`config.mk`:
```
export PLATFORM = sky130hd
export DESIGN_NAME = evt_counter_bank
export DESIGN_NICKNAME = d
export VERILOG_FILES = /design/src/rtl/evt_counter_bank.sv
export SDC_FILE = /design/constraint.sdc
export NUM_CORES = 1
export LEC_CHECK = 0
export BUFFER_PORTS_ARGS = -buffer_cell sky130_fd_sc_hd__buf_2
export CORE_UTILIZATION = 60
export DETAILED_ROUTE_END_ITERATION = 8
export PLACE_DENSITY_LB_ADDON = 0.05
export SLEW_MARGIN = 20
export SYNTH_ARGS = -nofsm -noshare
export SYNTH_HDL_FRONTEND = slang
export SYNTH_SLANG_ARGS = --single-unit
```
`constraint.sdc`:
```
create_clock -name clk_in -period 4.4 [get_ports clk_in]
set_input_delay 0.22 -clock clk_in [delete_from_list [all_inputs] [get_ports clk_in]]
set_output_delay 0.22 -clock clk_in [all_outputs]
set_load 0.005 [all_outputs]
```
`src/rtl/evt_counter_bank.sv`:
```
// evt_counter_bank
// Bank of NUM_CH modulo-MAX_COUNT up/down event counters with clear, parallel
// load and a registered terminal-count pulse. Selected channels can be chained
// to the rollover of the channel below to build multi-digit counters
// (column -> row -> frame). The rollover ripple is purely combinational, so a
// whole chain rolls over on a single edge.
module evt_counter_bank #(
    parameter int                NUM_CH    = 4,
    parameter int                MAX_COUNT = 255,
    parameter bit                SATURATE  = 1'b0,
    parameter logic [NUM_CH-1:0] CASCADE   = '0,
    parameter int                CW        = $clog2(MAX_COUNT)
) (
    input  logic                 clk_in,
    input  logic                 rst_in,
    input  logic [NUM_CH-1:0]    evt_in,
    input  logic [NUM_CH-1:0]    dir_in,
    input  logic [NUM_CH-1:0]    clr_in,
    input  logic [NUM_CH-1:0]    load_in,
    input  logic [CW-1:0]        load_val_in,
    output logic [NUM_CH*CW-1:0] count_out,
    output logic [NUM_CH-1:0]    tc_out
);

    // Highest legal count; also the terminal value when counting up.
    localparam logic [CW-1:0] LP_TOP = CW'(MAX_COUNT - 1);

    logic [NUM_CH-1:0][CW-1:0] r_count;
    logic [NUM_CH-1:0]         r_tc;

    logic [NUM_CH-1:0][CW-1:0] w_next;
    logic [NUM_CH-1:0]         w_e;
    logic [NUM_CH-1:0]         w_roll;
    logic [CW-1:0]             w_load_val;

    // A load value beyond the modulus is clamped so the count stays in range.
    assign w_load_val = (load_val_in > LP_TOP) ? LP_TOP : load_val_in;

    // Effective events, rollover ripple and next-count selection, evaluated
    // from channel 0 upward so each channel sees the roll of the one below.
    always_comb begin
        logic v_at_term;
        w_e    = '0;
        w_roll = '0;
        w_next = r_count;
        for (int i = 0; i < NUM_CH; i++) begin
            v_at_term = 1'b0;
            // Cascaded channels ignore their own strobe and follow the roll below.
            if (i == 0 || !CASCADE[i]) begin
                w_e[i] = evt_in[i];
            end else begin
                w_e[i] = w_roll[(i == 0) ? 0 : i - 1];
            end

            // Terminal is the top count going up and zero going down.
            v_at_term = dir_in[i] ? (r_count[i] == '0) : (r_count[i] == LP_TOP);

            // Clear or load wins over the event, so they also suppress the roll.
            w_roll[i] = w_e[i] & v_at_term & ~clr_in[i] & ~load_in[i];

            if (clr_in[i]) begin
                w_next[i] = '0;
            end else if (load_in[i]) begin
                w_next[i] = w_load_val;
            end else if (w_e[i]) begin
                if (v_at_term) begin
                    if (SATURATE) begin
                        w_next[i] = r_count[i];
                    end else begin
                        w_next[i] = dir_in[i] ? LP_TOP : '0;
                    end
                end else begin
                    w_next[i] = dir_in[i] ? (r_count[i] - CW'(1)) : (r_count[i] + CW'(1));
                end
            end
        end
    end

    // Count and terminal-count registers; reset clears any pending tc pulse.
    always_ff @(posedge clk_in or posedge rst_in) begin
        if (rst_in) begin
            r_count <= '0;
            r_tc    <= '0;
        end else begin
            r_count <= w_next;
            r_tc    <= w_roll;
        end
    end

    // Pack each channel's count into its slice of the output bus.
    for (genvar gi = 0; gi < NUM_CH; gi++) begin : g_out
        assign count_out[gi*CW +: CW] = r_count[gi];
    end

    assign tc_out = r_tc;

endmodule

```
; Word level (Yosys, flattened, before mapping)
; Cells that the tools add are included.
[word_totals]
register_bits = 36
latch_bits = 0
ramBits = 0
mem_bits_ro = 0
out_inout_bits = 36
word_cells = 75
memories = 0
[op_classes]
n_addsub = 8
mul = 0
n_div = 0
order_cmp = 1
eq_ne = 4
n_shift = 0
muxes = 29
bitwise_logic = 20
n_reduce_logical = 8
[ops]
columns = cell, n
row1 = 8-bit 2-to-1 mux, 25
row2 = "8-bit by 1-bit adder with 8-bit output, second input constant", 4
row3 = "8-bit == test, second input constant", 4
row4 = 8-bit zero test, 4
row5 = "8-bit by 1-bit subtractor with 8-bit output, second input constant", 4
row6 = 1-bit bitwise AND, 12
row7 = 3-bit nonzero test, 4
row8 = "8-bit greater-than comparator, second input constant", 1
row9 = 1-bit NOT, 8
row10 = 1-bit 2-to-1 mux, 4

; Longest topological paths before layout
; Gate-level depths: netlist (run 1).
[depth]
depth_word = 6
depth_mapped = 6
ltp_nobuf = 6

; Worst setup path after synthesis (run 1)
; No wires, ideal clock.
[synth_timing]
path_type = reg-to-reg
start = register r_count (netlist bit count_out[5])
end = register r_count (netlist bit count_out[7])
arrival_ps = 1925
path_slack_ps = 2356
stages_incl_launch_ff = 7
period_less_slack_ps = 2044
cell_sequence = dfrtp_1 > ha_1 > a21oi_1 > a21oi_1 > a211o_1 > or4_1 > a31o_1
[synth_via]
elab_chain_cells = 6
[synth_lines]
columns = item, line_no
row1 = from (decl), 28  ; logic [NUM_CH-1:0][CW-1:0] r_count;
row2 = from (signal assigned), 85  ; r_count <= w_next;
row3 = "8-bit by 1-bit adder with 8-bit output, or another cell as far along", 73  ; w_next[i] = dir_in[i] ? (r_count[i] - CW'(1)) : (r_count[i] + CW'(1));
row4 = 8-bit 2-to-1 mux or 1-bit 2-to-1 mux (tied branches), "73, 56"
row5 = 8-bit 2-to-1 mux *, 66  ; if (v_at_term) begin
row6 = 8-bit 2-to-1 mux *, 65  ; end else if (w_e[i]) begin
row7 = 8-bit 2-to-1 mux *, 63  ; end else if (load_in[i]) begin
row8 = 8-bit 2-to-1 mux *, 61  ; if (clr_in[i]) begin
; Every way passes the cells marked *; elsewhere a longest branch is shown, timed or not. The select of a mux whose other input is x is not followed.
; A chain may end at the register's enable or synchronous reset.

; Worst setup path in the final report (run 1)
; Ends and elaborated chain as after synthesis.

==> results of run 1 <==
[registers in the layout, indices dropped and copies added, names as in the netlist]
register,count
tc_out,4
count_out,32
[cell families (layout without fill, tap and decap cells)]
| group | count (synthesis) | count (layout) |
|---|---|---|
| mux | 2 | 2 |
| xor+xnor | 22 | 22 |
| flops | 36 | 36 |
| compound gates | 147 | 147 |
| simple gates | 120 | 120 |
| fa+ha+maj | 28 | 28 |
| buf+inv | 28 | 85 |
[cell type report]
cell class	instances	area [um^2]	area share, %
repair buffers	62	312.8	8.600
flip-flops and latches	36	900.9	24.77
inverters	16	60.06	1.651
multi-input cells	319	2180	59.92
clock buffers	7	96.34	2.649
well taps	70	87.58	2.408
[critical path, cell delays in order, from the launching register on]
cell and delay (ns):
sky130_fd_sc_hd__dfrtp_1 0.42, sky130_fd_sc_hd__ha_1 0.35, sky130_fd_sc_hd__a21oi_1 0.24, sky130_fd_sc_hd__a21oi_1 0.11
sky130_fd_sc_hd__a211o_1 0.28, sky130_fd_sc_hd__or4_1 0.46, sky130_fd_sc_hd__a31o_1 0.21
[through the flow]
| step | power [W] | worst slack (ns) | hold slack [ns] | area, um^2 | instances |
|---|---|---|---|---|---|
| final | 0.001057 | 2.210 | 0.02603 | 3637 | 510 |
| after global routing | 0.001124 | 2.069 | 0.06853 | 3637 | 510 |
| after CTS | 0.001056 | 2.228 | 0.04551 | 3637 | 510 |
| after detailed placement | 0.0007980 | 2.215 | 0.3555 | 3541 | 503 |
| after global placement | 0.0007882 | 2.285 | 0.3570 | 3541 | 503 |
| after floorplan | 0.0006824 | 2.356 | 0.3508 | 3187 | 383 |
[layout by cell type (no fill, tap or decap), drive strengths merged, types with 3 or more instances in the layout]
cell type  instances
xnor2             18
a221oi             3
nor4               4
o31ai              4
a211oi             7
nand2b             4
nor4b              3
nor2b              3
nand4              5
clkbuf             7
nor3b             12
o21ai             33
a21o              10
nand2             24
nand4b             3
inv               16
xor2               4
fa                 4
ha                24
and3               5
o32ai              5
a21oi             57
a311oi             3
o211ai             7
o21a               3
a211o              3
o22ai              4
nor3              14
nor2              25
buf               62
nand3              4
dfrtp             36
[per-layer routing]
| metal | GRT usage (%) | vias up | share of wire, % | wire length [um] |
|---|---|---|---|---|
| met5 | 0 | - | 0 | 0 |
| met4 | 9.015 | 0 | 1.3 | 106 |
| met3 | 4.953 | 14 | 5.2 | 418 |
| met2 | 48.95 | 104 | 49 | 3941 |
| met1 | 38.89 | 1546 | 45 | 3628 |
| li1 | - | 1570 | - | - |
[power by group through the flow]
stage,registers (W),clock network (W),logic (W)
3_3_place_gp,0.000410,0,0.000378
2_1_floorplan,0.000403,0,0.000280
6_report,0.000406,0.000261,0.000390
4_1_cts,0.000405,0.000262,0.000388
3_5_place_dp,0.000412,0,0.000386
5_1_grt,0.000411,0.000276,0.000437
[final timing paths]
kind,start,endpoint,cells after the start
worst max-delay path,count_out[5],count_out[7],6
worst min register to register,count_out[24],count_out[24],1
min in group clk_in,clr_in[0],count_out[0],2
max in group asynchronous,rst_in,count_out[22],3
worst max register to register,count_out[5],count_out[7],6
worst min-delay path,rst_in,count_out[14],3
==> Implementation_results.wiki, run 1 <==
{| class="wikitable"
! Metric !! Value
|-
| Run status || finished clean
|-
| Headroom to the max-slew limit || 42.32%
|-
| Max Cap Violations || 0
|-
| Top Ports || 62
|-
| Proportion of total power due to net switching || 36.07%
|-
| Ratio of routed vias to standard cells || 6.341
|-
| Vias post-DR || 3234
|-
| Number of levels in the clock H-tree || 2
|-
| Crit path required time || 4.58 ns
|-
| Row count || 26
|-
| Synthesized-area fraction occupied by adder cells || 11.94%
|-
| Clock latency at the later pin of the worst-skew pair || 0.29 ns
|-
| All-layer global routing usage || 29.26%
|-
| Antenna violations before repair || 0
|-
| Gate count after technology mapping || 383
|-
| Worst Tran Pin Value || 0.8573 ns
|-
| Total of flip-flops plus latches after synthesis || 36
|-
| First-pass GRT wire length || 12340 um
|-
| Sum of overflow across all layers after global routing || 0
|-
| Crit path launch type || flip-flop
|-
| Worst path arrival time || 2.37 ns
|-
| Die Span X || 74.88 um
|-
| Combinational family with the most area after synthesis || compound AO/OA/AOI/OAI gates
|-
| Height of the die || 74.88 um
|-
| Class of the most critical hold timing path || in2async
|-
| Highest ir drop seen on vdd || 0.2276 mV
|-
| Via count of the first global-routing pass || 2652
|-
| Routed wire length per instance || 15.87 um
|-
| Count of buffers inserted at the top-level ports || 61
|-
| TritonCTS clock tree || done
|-
| Most common cell in the netlist || sky130_fd_sc_hd__a21oi_1
|-
| Mapped Area || 3187 um^2
|-
| Post-route core utilization || 71.22%
|-
| Net load switching power || 0.0003813 W
|-
| Critical-path maximum fanout || 5
|-
| Maximum clock rate || 456.7 MHz
|-
| Net count reported at finish || 494
|-
| Mean area per synthesized cell || 8.321 um^2
|-
| Final sum of negative setup slack || 0 ns
|-
| Area fraction in compound gates after synthesis || 28.62%
|-
| Final wirelength || 8095 um
|-
| Unrepaired setup endpoints after global routing || no
|-
| Leading cell types by count after synthesis || sky130_fd_sc_hd__a21oi_1 (57), sky130_fd_sc_hd__dfrtp_1 (36), sky130_fd_sc_hd__o21ai_0 (33)
|-
| Share of the yosys chip area belonging to registers || 28.27%
|-
| Share of async-settable or async-resettable flops after synthesis || 100.0%
|-
| Maximum clock insertion buffer count || 2
|-
| Multiplexer fraction of the synthesized cell area || 0.6282%
|-
| LEAKAGE || 1.698 nW
|-
| Total CTS buffers || 5
|-
| Clk pin slew, worst setup/hold paths || 0.07 ns
|-
| Synthesized-area fraction occupied by and/or/nand/nor cells || 21.16%
|-
| Final period demand of the worst path || 2.190 ns
|-
| Number of gates resized after CTS || 0
|-
| Max-slew violation count || 0
|-
| Sinks on the clock net || 36
|-
| Part of the total power dissipated in combinational logic || 36.9%
|-
| Count of antenna diodes in the layout || 0
|-
| Initial Utilization || 62.40%
|-
| Number of buffers inserted by hold repair at cts || 0
|-
| Post-Synthesis Net Count || 437
|-
| Xor and xnor fraction of the mapped netlist area || 6.046%
|-
| Area Growth Syn to Fin || 14.13%
|-
| # Post-CTS Setup Buffers || 0
|-
| Post-synthesis cell type with the largest combined area || sky130_fd_sc_hd__dfrtp_1
|-
| Kind of end point of the critical path || flip-flop
|-
| Clock power share || 24.6%
|-
| Post-synthesis cell type count || 54
|-
| DRC marker count from the first detailed-route iteration || 198
|-
| Biggest area contributors in the synthesized netlist || sky130_fd_sc_hd__dfrtp_1 (28%), sky130_fd_sc_hd__ha_1 (9.4%), sky130_fd_sc_hd__a21oi_1 (9.0%), sky130_fd_sc_hd__o21ai_0 (5.2%), sky130_fd_sc_hd__xnor2_1 (4.9%)
|-
| Largest net degree at the start of global routing || 37
|-
| Half-perimeter wire length after detailed placement || 6041 um
|-
| Count of synthesis-stage warnings from yosys || 0
|-
| Crit Path Category || reg2reg
|-
| Final hold violations || 0
|-
| Post-synth top area share || 28.27%
|-
| DRC violations left || 0
|-
| Root buffer selected by CTS || sky130_fd_sc_hd__clkbuf_8
|-
| Fraction of final layout cells with drive strength greater than 1 || 17.95%
|-
| Internal power || 0.0006758 W
|-
| Number of iterations in the first detailed-routing pass || 4
|-
| Total of fill cells in the finished design || 430
|-
| Final count of negative-setup-slack endpoints || 0
|-
| Sequential Power Share || 38.4%
|-
| Power per Cell Area || 290.7 nW/um^2
|-
| Largest clock skew in the final design || 0.002255 ns
|-
| Total die area || 5607 um^2
|-
| Count of flip-flops with a built-in enable after synthesis || 0
|-
| Antenna Violating Nets Remaining || 0
|-
| Final weighted congestion in routability-driven placement || 0.8692
|-
| Floorplan core area || 5107 um^2
|-
| Worst-case register-to-register setup slack || 2.21 ns
|-
| Ys flop type || sky130_fd_sc_hd__dfrtp_1
|-
| Share of the clock period used by the worst path || 49.76%
|}
No activity file was read; power rests on OpenSTA's default activity.
==> inputs of run 2 (changes only) <==
Settings changed: CORE_UTILIZATION 60 to 56.
Clock period 4.4 ns to 2.24 ns, I/O delays scaled along.
==> run 2 against run 1 <==
  * Sequential power rose by 96%
  * Count of clock-buffer cells in the layout shrank 1
  * Sequential share of layout area down 0.44 points
  * Utilization down 4.0 points
  * Critical path type unchanged
  * Largest cell class unchanged
==> Implementation_results.wiki, run 2 (synthesis results as in run 1) <==
{| class="wikitable"
! Metric !! Value
|-
| Run status || finished clean
|-
| All-layer global routing usage || 29.83%
|-
| Final hold violations || 0
|-
| Count of buffers inserted at the top-level ports || 61
|-
| Final sum of negative setup slack || 0 ns
|-
| Fraction of final layout cells with drive strength greater than 1 || 19.02%
|-
| Die Span X || 77.44 um
|-
| Net count reported at finish || 500
|-
| Top library cells by usage in the layout, fill and taps aside || sky130_fd_sc_hd__buf_2 (61), sky130_fd_sc_hd__a21oi_1 (56), sky130_fd_sc_hd__dfrtp_1 (36), sky130_fd_sc_hd__o21ai_0 (33)
|-
| LEAKAGE || 1.734 nW
|-
| Largest net degree at the start of global routing || 37
|-
| Antenna Violating Nets Remaining || 0
|-
| Final wirelength || 8547 um
|-
| Height of the die || 77.44 um
|-
| Number of iterations in the first detailed-routing pass || 5
|-
| Most common library cell in the layout ignoring fill and taps || sky130_fd_sc_hd__buf_2
|-
| Final count of negative-setup-slack endpoints || 0
|-
| Final standard cell count with taps included and fillers excluded || 519
|-
| Area of the multi-input gates || 2183 um^2
|-
| Headroom to the max-slew limit || 62.50%
|-
| Worst hold slack || 0.06980 ns
|-
| Power per Cell Area || 590.1 nW/um^2
|-
| Max Cap Violations || 0
|-
| TritonCTS clock tree || done
|-
| First-pass GRT wire length || 14450 um
|-
| Footprint of the flip-flops and latches || 900.9 um^2
|-
| Max-slew violation count || 0
|-
| Number of levels in the clock H-tree || 2
|-
| DRC marker count from the first detailed-route iteration || 241
|-
| Top Ports || 62
|-
| Count of antenna diodes in the layout || 0
|-
| Maximum clock rate || 475.1 MHz
|-
| Kind of end point of the critical path || flip-flop
|-
| Vias post-DR || 3307
|-
| Initial Utilization || 57.87%
|-
| Placed cell count || 510
|-
| Antenna violations before repair || 0
|-
| Maximum clock insertion buffer count || 2
|-
| Half-perimeter wire length after detailed placement || 6237 um
|-
| Max reg flops || 32
|-
| Worst path arrival time || 2.30 ns
|-
| Crit Path Category || reg2reg
|-
| Unrepaired setup endpoints after global routing || no
|-
| Clk pin slew, worst setup/hold paths || 0.08 ns
|-
| Sum of overflow across all layers after global routing || 0
|-
| Crit path required time || 2.43 ns
|-
| Total CTS buffers || 5
|-
| Ratio of routed vias to standard cells || 6.372
|-
| Total die area || 5996 um^2
|-
| Class of the most critical hold timing path || in2reg
|-
| Floorplan core area || 5507 um^2
|-
| Row count || 27
|-
| Crit path launch type || flip-flop
|-
| Routed wire length per instance || 16.47 um
|-
| Final cell area excluding filler cells || 3702 um^2
|-
| Standard cell area after detailed placement || 3581 um^2
|-
| Sinks on the clock net || 36
|-
| Largest clock skew in the final design || 0.003653 ns
|-
| Final weighted congestion in routability-driven placement || 0.9246
|-
| Area Growth Syn to Fin || 16.18%
|-
| Clock latency at the later pin of the worst-skew pair || 0.30 ns
|-
| Final period demand of the worst path || 2.105 ns
|-
| Total of fill cells in the finished design || 473
|-
| Root buffer selected by CTS || sky130_fd_sc_hd__clkbuf_8
|-
| Via count of the first global-routing pass || 3089
|-
| Highest ir drop seen on vdd || 0.3990 mV
|-
| Share of the clock period used by the worst path || 93.96%
|-
| Post-route core utilization || 67.23%
|-
| DRC violations left || 0
|-
| Worst Tran Pin Value || 0.5546 ns
|-
| Critical-path maximum fanout || 4
|}
-- run 2: cell count changes in the layout (fill, tap and decap cells not counted), sizes merged --
cell         before  now
bufinv            0    1
dlygate4sd3       0    1
buf              62   67
clkbuf            7    6
clkinv            0    1
-- run 2: stage by stage --
stage / total power (W) / worst slack (ns)
detailed placement: 0.001584 / 0.1315
CTS: 0.002177 / 0.1094
finish: 0.002185 / 0.1353
global route: 0.002314 / 0.04853
floorplan: 0.001340 / 0.1955
global placement: 0.001563 / 0.1952
-- run 2: layer usage --
metal | track usage, % | share of wire, % | vias up
met5 | 0 | 0 | -
met2 | 48.32 | 48 | 135
li1 | - | - | 1568
met4 | 10.94 | 2.0 | 0
met1 | 39.97 | 45 | 1587
met3 | 4.824 | 5.3 | 17
-- run 2: worst paths after layout --
kind / startpoint / end / slack [ns] / cells after the start
setup reg to reg: count_out[5] / count_out[7] / 0.14 / 6
hold reg to reg: count_out[24] / count_out[24] / 0.66 / 1
hold / removal: clr_in[3] / count_out[25] / 0.07 / 2
setup / recovery: count_out[5] / count_out[7] / 0.14 / 6
max in group asynchronous: rst_in / count_out[24] / 1.44 / 4
min in group asynchronous: rst_in / count_out[20] / 0.46 / 4
-- run 2: timing repair --
action | 4_1_cts | 5_1_grt
setup endpoints to repair | 0 | 1
buffers inserted | 0 | 0
hold endpoints to repair | 36 | 0
gates resized for setup | 0 | 1
hold buffers | 1 | 0
-- run 2: area by class of cell --
class	count	share of cell area [%]
sequential	36	24.33
inverter	16	1.622
tap	72	2.433
multi-input combinational	319	58.97
clock inverter	2	0.9463
clock buffer	6	1.960
timing repair buffer	68	9.733
-- run 2: power by group --
| part | leakage [nW] | switching, W | total (W) | internal [W] |
|---|---|---|---|---|
| logic | 1.21 | 0.000432 | 0.000792 | 0.000360 |
| clock network | 0.0552 | 0.000267 | 0.000598 | 0.000331 |
| registers | 0.474 | 0.0000908 | 0.000795 | 0.000705 |
| total | 1.73 | 0.000790 | 0.00218 | 0.00140 |
-- run 2: critical path, stage by stage, from the launching register on --
cell	delay, ns
sky130_fd_sc_hd__dfrtp_1	0.39
sky130_fd_sc_hd__ha_1	0.36
sky130_fd_sc_hd__a21oi_2	0.20
sky130_fd_sc_hd__a21oi_1	0.09
sky130_fd_sc_hd__a211o_1	0.29
sky130_fd_sc_hd__or4_1	0.47
sky130_fd_sc_hd__a31o_1	0.21
